--- src/rtl/fifo_pkg.sv ---
// rtl/fifo_pkg.sv - shared constants and sizing rules for the per-lane FIFO
//
// Purpose : default geometry of the FIFO and the rule that sizes the
//           occupancy counter (one extra bit so it can hold MEM_LENGTH).
// Ports   : none (package).
package fifo_pkg;

  localparam int DEFAULT_BUS_SIZE   = 5;
  localparam int DEFAULT_ADDR_WIDTH = 3;

  // Occupancy ranges 0..(1 << addr_width), so it needs one bit more than an address.
  function automatic int count_width(input int addr_width);
    return addr_width + 1;
  endfunction

endpackage

--- src/rtl/dual_port_ram.sv ---
// rtl/dual_port_ram.sv - simple dual-port RAM with registered read data
//
// Purpose : storage for the FIFO; independent write and read ports.
// Ports   : clk, reset          - clock, synchronous active-high reset (rdata only)
//           we, waddr, wdata    - write port
//           re, raddr           - read port; rdata updates one edge after re
//           rdata               - registered read data, holds while re = 0
module dual_port_ram
  import fifo_pkg::*;
#(
  parameter int BUS_SIZE   = DEFAULT_BUS_SIZE,
  parameter int ADDR_WIDTH = DEFAULT_ADDR_WIDTH
) (
  input  logic                  clk,
  input  logic                  reset,
  input  logic                  we,
  input  logic [ADDR_WIDTH-1:0] waddr,
  input  logic [BUS_SIZE-1:0]   wdata,
  input  logic                  re,
  input  logic [ADDR_WIDTH-1:0] raddr,
  output logic [BUS_SIZE-1:0]   rdata
);

  localparam int DEPTH = 1 << ADDR_WIDTH;

  logic [BUS_SIZE-1:0] r_mem [DEPTH];
  logic [BUS_SIZE-1:0] r_rdata;

  // Storage is never cleared; only the read register is reset.
  always_ff @(posedge clk) begin
    if (we) begin
      r_mem[waddr] <= wdata;
    end
  end

  // Reading in a separate block from the write gives read-before-write
  // when waddr == raddr on the same edge.
  always_ff @(posedge clk) begin
    if (reset) begin
      r_rdata <= '0;
    end else if (re) begin
      r_rdata <= r_mem[raddr];
    end
  end

  assign rdata = r_rdata;

endmodule

--- src/rtl/fifo_param.sv ---
// rtl/fifo_param.sv - parametrised synchronous FIFO over a registered-read RAM
//
// Purpose : per-lane datapath buffer with occupancy count, full/empty,
//           programmable almost-full/almost-empty and sticky error.
// Ports   : clk, reset                  - clock, synchronous active-high reset
//           push, data_in               - enqueue request and word
//           pop                         - dequeue request
//           af_threshold, ae_threshold  - almost-full / almost-empty levels
//           data_out, valid_out         - popped word (registered) and its strobe
//           full, empty                 - occupancy flags
//           almost_full, almost_empty   - threshold flags
//           count                       - occupancy 0..MEM_LENGTH
//           error                       - sticky overflow/underflow
module fifo_param
  import fifo_pkg::*;
#(
  parameter int BUS_SIZE   = DEFAULT_BUS_SIZE,
  parameter int ADDR_WIDTH = DEFAULT_ADDR_WIDTH
) (
  input  logic                  clk,
  input  logic                  reset,
  input  logic                  push,
  input  logic                  pop,
  input  logic [BUS_SIZE-1:0]   data_in,
  input  logic [ADDR_WIDTH:0]   af_threshold,
  input  logic [ADDR_WIDTH:0]   ae_threshold,
  output logic [BUS_SIZE-1:0]   data_out,
  output logic                  valid_out,
  output logic                  full,
  output logic                  empty,
  output logic                  almost_full,
  output logic                  almost_empty,
  output logic [ADDR_WIDTH:0]   count,
  output logic                  error
);

  localparam int MEM_LENGTH = 1 << ADDR_WIDTH;
  localparam int CW         = count_width(ADDR_WIDTH);
  localparam logic [CW-1:0] FULL_COUNT = CW'(MEM_LENGTH);

  logic [ADDR_WIDTH-1:0] r_wr_ptr;
  logic [ADDR_WIDTH-1:0] r_rd_ptr;
  logic [CW-1:0]         r_count;
  logic                  r_valid;
  logic                  r_error;

  logic                  w_full;
  logic                  w_empty;
  logic                  w_pop_ok;
  logic                  w_push_ok;
  logic                  w_overflow;
  logic                  w_underflow;
  logic [BUS_SIZE-1:0]   w_rdata;

  assign w_full  = (r_count == FULL_COUNT);
  assign w_empty = (r_count == '0);

  // Requests are gated by reset so the RAM is neither written nor read in a
  // reset cycle. A push into a full FIFO is still accepted when a pop frees
  // the slot on the same edge; a pop on empty never falls through a push.
  assign w_pop_ok    = !reset && pop && !w_empty;
  assign w_push_ok   = !reset && push && (!w_full || w_pop_ok);
  assign w_overflow  = push && w_full && !w_pop_ok;
  assign w_underflow = pop && w_empty;

  dual_port_ram #(
    .BUS_SIZE   (BUS_SIZE),
    .ADDR_WIDTH (ADDR_WIDTH)
  ) u_ram (
    .clk   (clk),
    .reset (reset),
    .we    (w_push_ok),
    .waddr (r_wr_ptr),
    .wdata (data_in),
    .re    (w_pop_ok),
    .raddr (r_rd_ptr),
    .rdata (w_rdata)
  );

  always_ff @(posedge clk) begin
    if (reset) begin
      r_wr_ptr <= '0;
      r_rd_ptr <= '0;
      r_count  <= '0;
      r_valid  <= 1'b0;
      r_error  <= 1'b0;
    end else begin
      if (w_push_ok) begin
        r_wr_ptr <= r_wr_ptr + 1'b1;
      end
      if (w_pop_ok) begin
        r_rd_ptr <= r_rd_ptr + 1'b1;
      end
      case ({w_push_ok, w_pop_ok})
        2'b10:   r_count <= r_count + CW'(1);
        2'b01:   r_count <= r_count - CW'(1);
        default: r_count <= r_count;
      endcase
      r_valid <= w_pop_ok;
      if (w_overflow || w_underflow) begin
        r_error <= 1'b1;
      end
    end
  end

  assign data_out     = w_rdata;
  assign valid_out    = r_valid;
  assign full         = w_full;
  assign empty        = w_empty;
  assign almost_full  = (r_count >= af_threshold);
  assign almost_empty = (r_count <= ae_threshold);
  assign count        = r_count;
  assign error        = r_error;

endmodule

--- config.mk ---
export PLATFORM = sky130hd
export DESIGN_NAME = fifo_param
export DESIGN_NICKNAME = d
export VERILOG_FILES = /design/src/rtl/fifo_pkg.sv /design/src/rtl/dual_port_ram.sv /design/src/rtl/fifo_param.sv
export SDC_FILE = /design/constraint.sdc
export NUM_CORES = 1
export LEC_CHECK = 0
export CAP_MARGIN = 10
export CORE_MARGIN = 8
export CORE_UTILIZATION = 25
export DETAILED_ROUTE_END_ITERATION = 7
export PLACE_DENSITY = 0.49
export SLEW_MARGIN = 20
export SYNTH_ARGS = -nofsm -noshare
export SYNTH_HDL_FRONTEND = slang
export SYNTH_HIERARCHICAL = 1
export SYNTH_SLANG_ARGS = --single-unit
--- constraint.sdc ---
create_clock -name clk -period 2.2 [get_ports clk]
set_input_delay 0.33 -clock clk [delete_from_list [all_inputs] [get_ports clk]]
set_output_delay 0.33 -clock clk [all_outputs]
set_load 0.02 [all_outputs]
# --- Yosys cells after proc, flatten, opt, wreduce, memory -nomap -nowiden ---
# Memories as Yosys holds them, arrays and structs flattened. A register that Yosys moved wholly into a read port is not among the register bits.
# Cells that the tools add are included.
op_classes:
  order_cmp: 2
  n_reduce_logical: 15
  mux: 3
  eq_ne: 3
  n_addsub: 4
ops:
  columns: ["cell", "n"]
  rows:
  - ["$pmux W4 S2", 1]
  - ["$logic_and A1 B1 Y1", 7]
  - ["$add A3 B1 Y3 const B", 2]
  - ["$add A4 B1 Y4 const B", 1]
  - ["$eq A4 B4 Y1 const B", 1]
  - ["$ge A4 B4 Y1", 1]
  - ["$le A4 B4 Y1", 1]
  - ["$logic_not A1 Y1", 4]
  - ["$logic_not A4 Y1", 1]
  - ["$sub A4 B1 Y4 const B", 1]
  - ["$eq A2 B1 Y1 const B", 1]
  - ["$eq A2 B2 Y1 const B", 1]
  - ["$logic_or A1 B1 Y1", 2]
  - ["$mux W1", 2]
  - ["$reduce_bool A2 Y1", 1]
word_totals:
  ram_bits: 40
  memories: 1
  wordCells: 33
  reg_bits: 12
mem_list:
  columns: ["memory", "depth", "word_bits", "read_ports", "rd_ports_with_merged_regs", "write_ports", "line", "source"]
  rows:
  - ["u_ram.r_mem", 8, 5, 1, 1, 1, "dual_port_ram.sv:26", "logic [BUS_SIZE-1:0] r_mem [DEPTH];"]

# --- Longest topological paths before layout ---
# Gate-level depths: netlist of run 1.
depth:
  depth_word: 7
  depth_mapped: 10
  depth_no_buf: 9

# --- Cells and area by module ---
# Netlist of run 1, hierarchy kept.
modules_own_cells:
  columns: ["mod", "cells_each", "instances", "area_each_um2"]
  rows:
  - ["dual_port_ram", 105, 1, 1770.4]
  - ["fifo_param", 104, 1, 917.1]

# --- Worst setup path before layout of run 1 ---
# No wires, ideal clock.
synth_path:
  path_type: "register to register"
  start: "register r_count[3], in the netlist count[3]"
  end: "register r_count[3], in the netlist count[3]"
  slack_ns: -0.249
  required_time_ns: 2.138
  arrival_ns: 2.387
  stages_incl_launch_ff: 11
  cell_sequence: "dfxtp_1 buf_2 nor4_2 nor3b_2 nand2b_1 inv_1 ha_1 a21oi_1 nand2_1 o31a_1 nand3_1"
synth_between:
  elab_chain_cells: 7
synth_lines:
  columns: ["element", "line", "source"]
  rows:
  - ["start, declared", "fifo_param.sv:43", "logic [CW-1:0] r_count;"]
  - ["start signal, assigned", "fifo_param.sv:95", "2'b10: r_count <= r_count + CW'(1);"]
  - ["start signal, assigned", "fifo_param.sv:96", "2'b01: r_count <= r_count - CW'(1);"]
  - ["start signal, assigned", "fifo_param.sv:97", "default: r_count <= r_count;"]
  - ["$logic_not A4 Y1 *", "fifo_param.sv:56", "assign w_empty = (r_count == '0);"]
  - ["via empty", "fifo_param.sv:30", "output logic empty,"]
  - ["$logic_not A1 Y1 *", "fifo_param.sv:61", "assign w_pop_ok = !reset && pop && !w_empty;"]
  - ["$logic_and A1 B1 Y1 *", "fifo_param.sv:61", null]
  - ["via w_pop_ok", "fifo_param.sv:49", "logic w_pop_ok;"]
  - ["$logic_or A1 B1 Y1", "fifo_param.sv:62", "assign w_push_ok = !reset && push && (!w_full || w_pop_ok);"]
  - ["$logic_and A1 B1 Y1", "fifo_param.sv:62", null]
  - ["$eq A2 B1 Y1 or $eq A2 B2 Y1 (tied branches)", "fifo_param.sv:94", "case ({w_push_ok, w_pop_ok})"]
  - ["$pmux W4 S2 or $reduce_bool A2 Y1 (tied branches)", null, null]
# The timed path passes the listed nets; every way through them passes the cells marked *.
# A chain may end at the register's enable or synchronous reset.

# --- Final worst setup path of run 1 ---
layout_path:
  start: "input port ae_threshold[1]"
  end: "output port almost_empty"
layout_between:
  elab_chain_cells: 1
layout_lines:
  columns: ["element", "line", "source"]
  rows:
  - ["start, declared", "fifo_param.sv:26", "input logic [ADDR_WIDTH:0] ae_threshold,"]
  - ["$le A4 B4 Y1", "fifo_param.sv:111", "assign almost_empty = (r_count <= ae_threshold);"]
  - ["end, declared", "fifo_param.sv:32", "output logic almost_empty,"]
# Every way passes these cells.

==> metrics.csv, run 1 <==
stage,metric,value,unit
run_status,status,finished clean,
synth,netlist_top_cells_count,"edfxtp_1 (40), nor2_1 (25), dfxtp_1 (17)",
setup_path,cpPeakStageDelay,0.46,ns
setup_path,path_max_fanout,2,
setup_path,cp.arrival,1.78,ns
grt,grt_max_degree,23,
finish,nFillCells,1101,
pwr,ir_drop,0.000435,V
clocking,cts.sink_count,57,
detailed_routing,drc,0,
pwr,finalPower,3.58,mW
placed_design,dpl_worst_slack,-0.475,ns
synth,synthDistinctLibCells,45,
placed_design,gp_congestion,0.768,
setup_path,cpMostUsedCell,o21a_1,
synth,ys.flop_type,edfxtp_1,
clocking,cts_buffers,9,
worst_hold_path,hold_path.class,register to register,
detailed_routing,wl,5750,um
finish,drive_gt1_share,23.2,%
finish,syn2layout_area_growth,31.4,%
synth,synthesis.instances,209,
worst_hold_path,min-delay-start,error,
timing,finClkSkew,0.0117,ns
run,maxCapViolCount,0,
synth,synth_top_area_cell,edfxtp_1,
timing,setup_viol,0,
detailed_routing,antenna_left,0,
finish,final_cells,411,
synth,synthTopCellsByArea,"edfxtp_1 (45%), dfxtp_1 (13%), ha_1 (5.6%)",
grt,grt-ovfl-total,0,
setup_path,crit_chain,clkdlybuf4s50_1 -> inv_1 -> ha_4 -> nor2b_4 -> o21a_1 -> o21a_1 -> o21ai_1 -> buf_4,
detailed_routing,drt_iter0_markers,54,
finish,diodes,0,
grt,grtUsageTotal,8.34,%
synth,syn_area_per_cell,12.9,um^2
timing,worstMarginPinSlew,0.403,ns
timing,fin_crit,2.11,ns
synth,yosysTopAreaCellShare,44.7,%
setup_path,critPathRequiredTime,1.87,ns
pwr,p_leak,1.30,nW
grt,antenna_found_initial,0,
clocking,worst_skew_pair.late_latency,0.33,ns
timing,drv_slew,0,
grt,first_global_vias,1826,
detailed_routing,dr_total_vias,1793,
finish,final_nets,296,
placed_design,hpwl,4140,um
setup_path,crit_path_start,ae_threshold[1],
placed_design,numPortBuffers,31,
synth,syn_nets,239,
die,dieArea,14300,um^2
die,die-height,120,um
setup_path,r2r-start,count[1],
clocking,clkTransAtPathRegs,0.06,ns
detailed_routing,firstDrtPassIters,6,
timing,timing.final.ws_setup,0.0883,ns
timing,relSlewSlack,73.1,%
die,die_w,120,um
clocking,cts_tree,done,
setup_path,path_class,primary input to output port,
synth,ys_ff_latch,57,
clocking,cts.path.max_buffers,2,
die,core_area,10700,um^2
setup_path,endpoint_kind,output port,
detailed_routing,drt-vias-per-instance,4.36,
synth,synth_edf_count,40,
setup_path,crit_slowest_cell,clkdlybuf4s50_1,
grt,grt_pass1_wl,9340,um
synth,synth_most_common_cell,edfxtp_1,
timing,holdWs,0.484,ns
timing,max_freq,474,MHz
synth,async_flop_share,0,%
clocking,h-tree-depth,3,
detailed_routing,post_drt_wl_per_cell,14.0,um
timing,fin_crit_sh,96.0,%
synth,yosysWarnings,6,
die,num_rows,38,
synth,ys_seq_area_share,57.4,%
clocking,post-cts-setup-buffers,0,
die,initial_core_util,25.2,%
timing,final_hold_viol_count,0,
setup_path,cp-start-kind,primary input,
clocking,clockRootBuffer,clkbuf_8,
synth,synthesis.area,2690,um^2
placed_design,dp.cells,395,
die,ios,32,
pwr,p_per_area,1010,nW/um^2
[critical path: cells and delay by family]
kind	cells	cell delay, ns
fa+ha+maj	1	0.21
simple gates	1	0.12
compound gates	3	0.45
buf+inv	3	0.68
[logic make-up after synthesis]
group / synth area share [%]
AOI/OAI and AO/OA: 10.0
xor gates and xnor gates: 1.96
adders and majority gates: 6.33
buffers and inverters: 3.77
DFF: 57.4
muxes: 9.40
and+or+nand+nor: 11.2
[routing by layer]
metal  GRT usage (%)  routed length [um]  share of wire (%)
met4            3.28                  76                1.3
met1            10.5                2740                 48
met3            3.15                 264                4.6
met2            12.7                2660                 46
met5               0                   0                  0
[cell type report]
class	instances	area (um^2)	share of cell area [%]
clock inverter	7	71.3	2.02
sequential	57	1540	43.7
timing repair buffer	55	485	13.7
clock buffer	9	124	3.51
tap	140	175	4.96
inverter	9	33.8	0.956
multi-input combinational	134	1100	31.1
[cells in the final DEF, fill, tap and decap left out, drive strengths merged, types with 3 or more instances in the layout]
master | Yosys | routed
dfxtp | 17 | 17
a22oi | 3 | 3
xnor2 | 4 | 4
o21ai | 3 | 3
buf | 6 | 26
mux2 | 10 | 10
clkinv | 0 | 4
clkdlybuf4s50 | 0 | 26
nand2b | 10 | 10
inv | 9 | 9
edfxtp | 40 | 40
nor2b | 3 | 3
nor3 | 3 | 3
ha | 12 | 12
nor2 | 25 | 25
mux2i | 14 | 14
clkbuf | 3 | 9
nand2 | 7 | 7
o221ai | 3 | 3
a211oi | 7 | 7
a21o | 3 | 3
[power breakdown]
part | leakage [nW] | internal (mW) | switching (mW)
combinational | 0.702 | 0.644 | 0.661
sequential | 0.501 | 1.24 | 0.0629
clock | 0.0929 | 0.520 | 0.445
total | 1.30 | 2.41 | 1.17
[worst paths after layout]
check / end / slack [ns] / cells past startpoint
setup / recovery: almost_empty / 0.09 / 8
hold / removal: error / 0.48 / 2
setup reg to reg: count[3] / 0.24 / 10
hold reg to reg: error / 0.48 / 2
[through the flow]
stage | util, % | area [um^2] | setup TNS (ns)
floorplan | - | 2710 | 0
global placement | 31.1 | 3310 | -0.776
detailed placement | 31.1 | 3310 | -0.873
CTS | 32.8 | 3490 | 0
global route | 33.2 | 3530 | -0.00433
finish | 33.2 | 3530 | 0
[repair_timing]
item,in CTS,in global routing
endpoints found under the hold margin,0,0
gates cloned,0,0
pin swaps,1,3
hold buffers,0,0
resized for setup,13,6
setup endpoints to repair,4,2
[sequential cells by signal (all words and copies together) (netlist names)]
signal and cells:
valid_out 1, error 1, count 4, u_ram/r_mem 40, u_ram/rdata 5, r_wr_ptr 3, r_rd_ptr 3
Note: power is estimated with default switching activity, not from simulation.
==> inputs of run 2 (changes only) <==
--- a/config.mk
+++ b/config.mk
@@ -5,10 +5,13 @@
 export SDC_FILE = /design/constraint.sdc
 export NUM_CORES = 1
 export LEC_CHECK = 0
+export ABC_AREA = 1
 export CAP_MARGIN = 10
 export CORE_MARGIN = 8
 export CORE_UTILIZATION = 25
+export CTS_CLUSTER_SIZE = 30
 export DETAILED_ROUTE_END_ITERATION = 7
+export MAX_ROUTING_LAYER = met4
 export PLACE_DENSITY = 0.49
 export SLEW_MARGIN = 20
 export SYNTH_ARGS = -nofsm -noshare
==> metrics.csv, run 2 <==
stage,metric,value,unit
finish,regArea,1540,um^2
synth,yosysTopAreaCellShare,42.8,%
pwr,power_frac_comb,17.3,%
finish,layout_commonest_cell,nand2_1,
run,maxCapViolCount,0,
die,die-height,122,um
clocking,clockRootBuffer,clkbuf_8,
detailed_routing,drt_iter0_markers,125,
clocking,worst_skew_pair.late_latency,0.33,ns
synth,synth_most_common_cell,nand2_1,
timing,holdWs,0.473,ns
detailed_routing,wl,6110,um
clocking,cts_buffers,9,
pwr,seqPwrFrac,47.8,%
synth,netlist_top_cells_count,"nand2_1 (68), inv_1 (65), nand3_1 (42)",
timing,relSlewSlack,76.4,%
finish,final_core_util,32.7,%
finish,drive_gt1_share,12.0,%
grt,grtUsageTotal,9.16,%
clocking,post-cts-setup-buffers,0,
worst_hold_path,hold_path.class,register to register,
die,dieArea,14900,um^2
synth,synthDistinctLibCells,26,
timing,drv_slew,0,
die,core_area,10900,um^2
detailed_routing,antenna_left,0,
synth,synthesis.instances,309,
synth,ys_seq_area_share,55.0,%
synth,ys.flop_type,edfxtp_1,
pwr,p_switching,685,uW
timing,rsz0062_at_grt,false,
finish,final_nets,392,
pwr,clkPwrFrac,34.9,%
synth,synth_top_area_cell,edfxtp_1,
pwr,p_per_area,715,nW/um^2
grt,antenna_found_initial,0,
finish,nFillCells,1126,
clocking,cts_tree,done,
synth,synth_edf_count,40,
timing,fin_crit_sh,95.7,%
timing,fin_crit,2.11,ns
detailed_routing,post_drt_wl_per_cell,12.0,um
grt,grt-ovfl-total,0,
placed_design,hpwl,4630,um
timing,worstMarginPinSlew,0.354,ns
finish,largest_register_ffs,40,
clocking,h-tree-depth,3,
grt,grt_max_degree,21,
finish,top_register,u_ram/r_mem,
detailed_routing,drc,0,
pwr,ir_drop,0.000224,V
timing,finClkSkew,0.00745,ns
clocking,cts.sink_count,57,
detailed_routing,firstDrtPassIters,4,
pwr,p_sw_share,26.9,%
finish,syn2layout_area_growth,26.8,%
timing,final_hold_viol_count,0,
run_status,status,finished clean,
setup_path,cp.arrival,1.78,ns
detailed_routing,drt-vias-per-instance,4.14,
pwr,p_int,1.86,mW
die,die_w,122,um
synth,yosysWarnings,6,
setup_path,critPathRequiredTime,1.87,ns
synth,ys_ff_latch,57,
grt,grt_pass1_wl,9950,um
setup_path,endpoint_kind,output port,
synth,syn_nets,339,
clocking,clkTransAtPathRegs,0.06,ns
finish,diodes,0,
timing,max_freq,475,MHz
detailed_routing,dr_total_vias,2098,
clocking,cts.path.max_buffers,2,
synth,synthTopCellsByArea,"edfxtp_1 (43%), dfxtp_1 (12%), nand2_1 (9.1%)",
synth,synthesis.area,2810,um^2
placed_design,gp_congestion,0.744,
setup_path,path_max_fanout,2,
setup_path,cp-start-kind,primary input,
placed_design,numPortBuffers,31,
grt,first_global_vias,2038,
pwr,p_leak,1.60,nW
finish,multi_input_area,957,um^2
die,initial_core_util,25.8,%
die,num_rows,38,
die,ios,32,
finish,layout_common_cells,"nand2_1 (68), inv_1 (65), nand3_1 (42), edfxtp_1 (40), clkdlybuf4s50_1 (27)",
synth,syn_area_per_cell,9.08,um^2
synth,async_flop_share,0,%
timing,setup_viol,0,
setup_path,path_class,primary input to output port,
==> run 2: cell type report <==
class,count,area share (%)
sequential,57,43.3
clock inverter,3,0.387
timing repair buffer,48,12.2
tap,140,4.93
inverter,70,7.46
multi-input combinational,176,26.9
clock buffer,13,4.75
==> run 2: layer usage <==
| layer | global-route usage [%] | routed length [um] | vias up | share of wire [%] |
|---|---|---|---|---|
| met2 | 14.0 | 2870 | 39 | 47 |
| met3 | 2.59 | 188 | 11 | 3.1 |
| met5 | - | 0 | - | 0 |
| met4 | 5.86 | 169 | 0 | 2.8 |
| met1 | 10.4 | 2880 | 955 | 47 |
| li1 | - | - | 1093 | - |
==> run 2: worst max-delay path, stage by stage <==
cell and delay, ns:
clkdlybuf4s50_1 0.45, inv_1 0.04, ha_1 0.29, a21oi_1 0.15
o21ai_0 0.08, o21ai_0 0.07, dlygate4sd2_1 0.35
==> run 2: logic make-up (layout without fill, tap and decap cells) <==
family                     after synthesis  count (layout)  share of synthesized area (%)
xor gates and xnor gates                 2               2                          0.625
adders and majority gates               13              13                           6.07
buffers and inverters                   76             134                           10.9
AOI/OAI and AO/OA                       27              27                           5.08
and+or+nand+nor                        134             134                           22.3
DFF                                     57              57                           55.0
==> run 2: stage by stage <==
| step | setup slack [ns] | total power [mW] | setup TNS, ns | std cells | instance area, um^2 |
|---|---|---|---|---|---|
| final | 0.0944 | 2.54 | 0 | 507 | 3560 |
| after global routing | 0.0120 | 2.69 | 0 | 507 | 3560 |
| after CTS | 0.0686 | 2.59 | 0 | 507 | 3550 |
| after detailed placement | -0.211 | 1.70 | -0.363 | 491 | 3380 |
| after global placement | -0.172 | 1.69 | -0.274 | 491 | 3380 |
| after floorplan | 0.370 | 1.51 | 0 | 309 | 2810 |
==> run 2: power groups by stage <==
stage	clock, mW	sequential (mW)	combinational [mW]
after detailed placement	0	1.24	0.458
final	0.889	1.22	0.440
after CTS	0.922	1.22	0.449
after global placement	0	1.24	0.452
after floorplan	0	1.26	0.247
after global routing	0.973	1.22	0.494
==> run 2: final timing paths <==
path	start	endpoint	slack, ns	cells past startpoint
min	error	error	0.47	2
max	ae_threshold[1]	almost_empty	0.09	7
max reg2reg	count[1]	count[3]	0.30	10
min reg2reg	error	error	0.47	2
==> run 2: repair_timing <==
| action | CTS | global route |
|---|---|---|
| resized for setup | 4 | 1 |
| setup endpoints to repair | 4 | 1 |
| hold buffers | 0 | 0 |
| pin swaps | 0 | 0 |
==> inputs of run 3 (changes only) <==
--- a/config.mk
+++ b/config.mk
@@ -7,7 +7,7 @@
 export LEC_CHECK = 0
 export ABC_AREA = 1
 export CAP_MARGIN = 10
-export CORE_MARGIN = 8
+export CORE_MARGIN = 2
 export CORE_UTILIZATION = 25
 export CTS_CLUSTER_SIZE = 30
 export DETAILED_ROUTE_END_ITERATION = 7
==> metrics.csv, run 3 (synthesis gave the netlist of run 2 again) <==
stage,metric,value,unit
timing,holdWs,0.477,ns
timing,max_freq,484,MHz
clocking,worst_skew_pair.late_latency,0.33,ns
setup_path,r2r_cells,12,
setup_path,crit_chain,clkdlybuf4s50_1 -> inv_1 -> ha_1 -> inv_1 -> nor2_1 -> o211ai_1 -> nand3_1 -> clkdlybuf4s15_1,
grt,antenna_found_initial,0,
finish,drive_gt1_share,12.2,%
timing,finClkSkew,0.00751,ns
setup_path,r2r_end,count[3],
detailed_routing,wl,5920,um
die,ios,32,
setup_path,crit_family,buffers and inverters,
die,die_w,110,um
clocking,clkTransAtPathRegs,0.07,ns
run,maxCapViolCount,0,
setup_path,endpoint_kind,output port,
placed_design,gp_congestion,0.766,
setup_path,cp_num_buf_inv,4,
detailed_routing,antenna_left,0,
grt,grt_pass1_wl,9940,um
timing,rsz0062_at_grt,false,
detailed_routing,post_drt_wl_per_cell,11.6,um
detailed_routing,dr_total_vias,2103,
detailed_routing,drt_iter0_markers,100,
detailed_routing,drc,0,
grt,grt-ovfl-total,0,
placed_design,dpl_worst_slack,-0.198,ns
clocking,cts.sink_count,57,
finish,top_register,u_ram/r_mem,
pwr,ir_drop,0.000249,V
setup_path,crit_slowest_cell,clkdlybuf4s50_1,
worst_hold_path,hold_path.class,register to register,
die,die-height,110,um
timing,relSlewSlack,67.0,%
grt,grt_max_degree,21,
die,num_rows,38,
timing,timing.final.ws_setup,0.132,ns
finish,largest_register_ffs,40,
detailed_routing,route.met3.wl,252,um
detailed_routing,firstDrtPassIters,4,
worst_hold_path,hold_depth,2,
setup_path,cp-start-kind,primary input,
clocking,clockRootBuffer,clkbuf_8,
worst_hold_path,holdPathEnd,error,
timing,fin_crit,2.07,ns
timing,drv_slew,0,
setup_path,rrSetupSlack,0.28,ns
finish,final_nets,393,
setup_path,cp.arrival,1.74,ns
finish,final_area,3530,um^2
placed_design,hpwl,4340,um
setup_path,cpPeakStageDelay,0.46,ns
clocking,cts_tree,done,
finish,syn2layout_area_growth,25.9,%
clocking,cts.path.max_buffers,2,
clocking,post-cts-setup-buffers,0,
detailed_routing,drt-met1-wl,2920,um
die,dieArea,12100,um^2
grt,first_global_vias,1992,
placed_design,numPortBuffers,31,
detailed_routing,maxUsedRoutingLayer,met4,
detailed_routing,drt-vias-per-instance,4.14,
die,core_area,10900,um^2
finish,final_core_util,32.4,%
finish,diodes,0,
finish,layout_commonest_cell,nand2_1,
clocking,cts_buffers,9,
die,initial_core_util,25.8,%
clocking,h-tree-depth,3,
timing,setup_viol,0,
setup_path,critPathRequiredTime,1.87,ns
worst_hold_path,min-delay-start,error,
timing,tns,0,ns
pwr,p_per_area,692,nW/um^2
timing,worstMarginPinSlew,0.495,ns
run_status,status,finished clean,
setup_path,r2r-start,count[3],
grt,grtUsageTotal,11.2,%
setup_path,path_class,primary input to output port,
finish,layout_common_cells,"nand2_1 (68), inv_1 (65), nand3_1 (42), edfxtp_1 (40), clkdlybuf4s50_1 (27)",
placed_design,dpl_cell_area,3380,um^2
timing,final_hold_viol_count,0,
timing,fin_crit_sh,94.0,%
setup_path,path_max_fanout,2,
detailed_routing,route.met2.wl,2600,um
setup_path,cpMostUsedCell,inv_1,
pwr,p_leak,1.59,nW
==> run 3: per-layer routing <==
metal  track usage, %  vias to the layer above
met5                -                        -
met4             5.79                        0
met3             2.25                       12
met2             16.1                       47
met1             15.0                      946
li1                 -                     1098
==> run 3: how the worst max path moves through the flow <==
stage	startpoint	end	slack [ns]	depth (start not counted)
3_3_place_gp	ae_threshold[3]	almost_empty	-0.17	7
6_report	af_threshold[1]	almost_full	0.13	8
4_1_cts	ae_threshold[3]	almost_empty	0.08	7
5_1_grt	af_threshold[1]	almost_full	0.02	8
2_1_floorplan	count[3]	count[3]	0.37	11
3_5_place_dp	ae_threshold[3]	almost_empty	-0.20	7
==> run 3: power breakdown <==
group / switching [mW] / leakage, nW / internal [mW]
Combinational: 0.261 / 1.01 / 0.183
Clock: 0.384 / 0.0839 / 0.401
Sequential: 0.0295 / 0.500 / 1.19
Total: 0.675 / 1.59 / 1.77
==> run 3: cell type report <==
| cell class | instances | area (um^2) |
|---|---|---|
| fillers | 1103 | 7360 |
| flip-flops and latches | 57 | 1540 |
| multi-input cells | 176 | 957 |
| repair buffers | 49 | 438 |
| inverters | 70 | 265 |
| well taps | 140 | 175 |
| clock buffers | 12 | 135 |
| clock inverters | 4 | 20.0 |
==> run 3: timing repair <==
action,in CTS,in global routing
endpoints found under the setup margin,4,2
resized for setup,4,4
hold endpoints to repair,0,0
hold buffers,0,0
==> run 3: worst min-delay path, delay by kind of cell, from the launching register on <==
family / cells / cell delay, ns
flops: 1 / 0.32
compound gates: 1 / 0.07
buf+inv: 1 / 0.05
==> run 3: per-stage QoR <==
| step | instances | total power, mW |
|---|---|---|
| final | 508 | 2.44 |
| after global routing | 508 | 2.57 |
| after CTS | 508 | 2.48 |
| after detailed placement | 492 | 1.70 |
| after global placement | 492 | 1.69 |
| after floorplan | 309 | 1.51 |
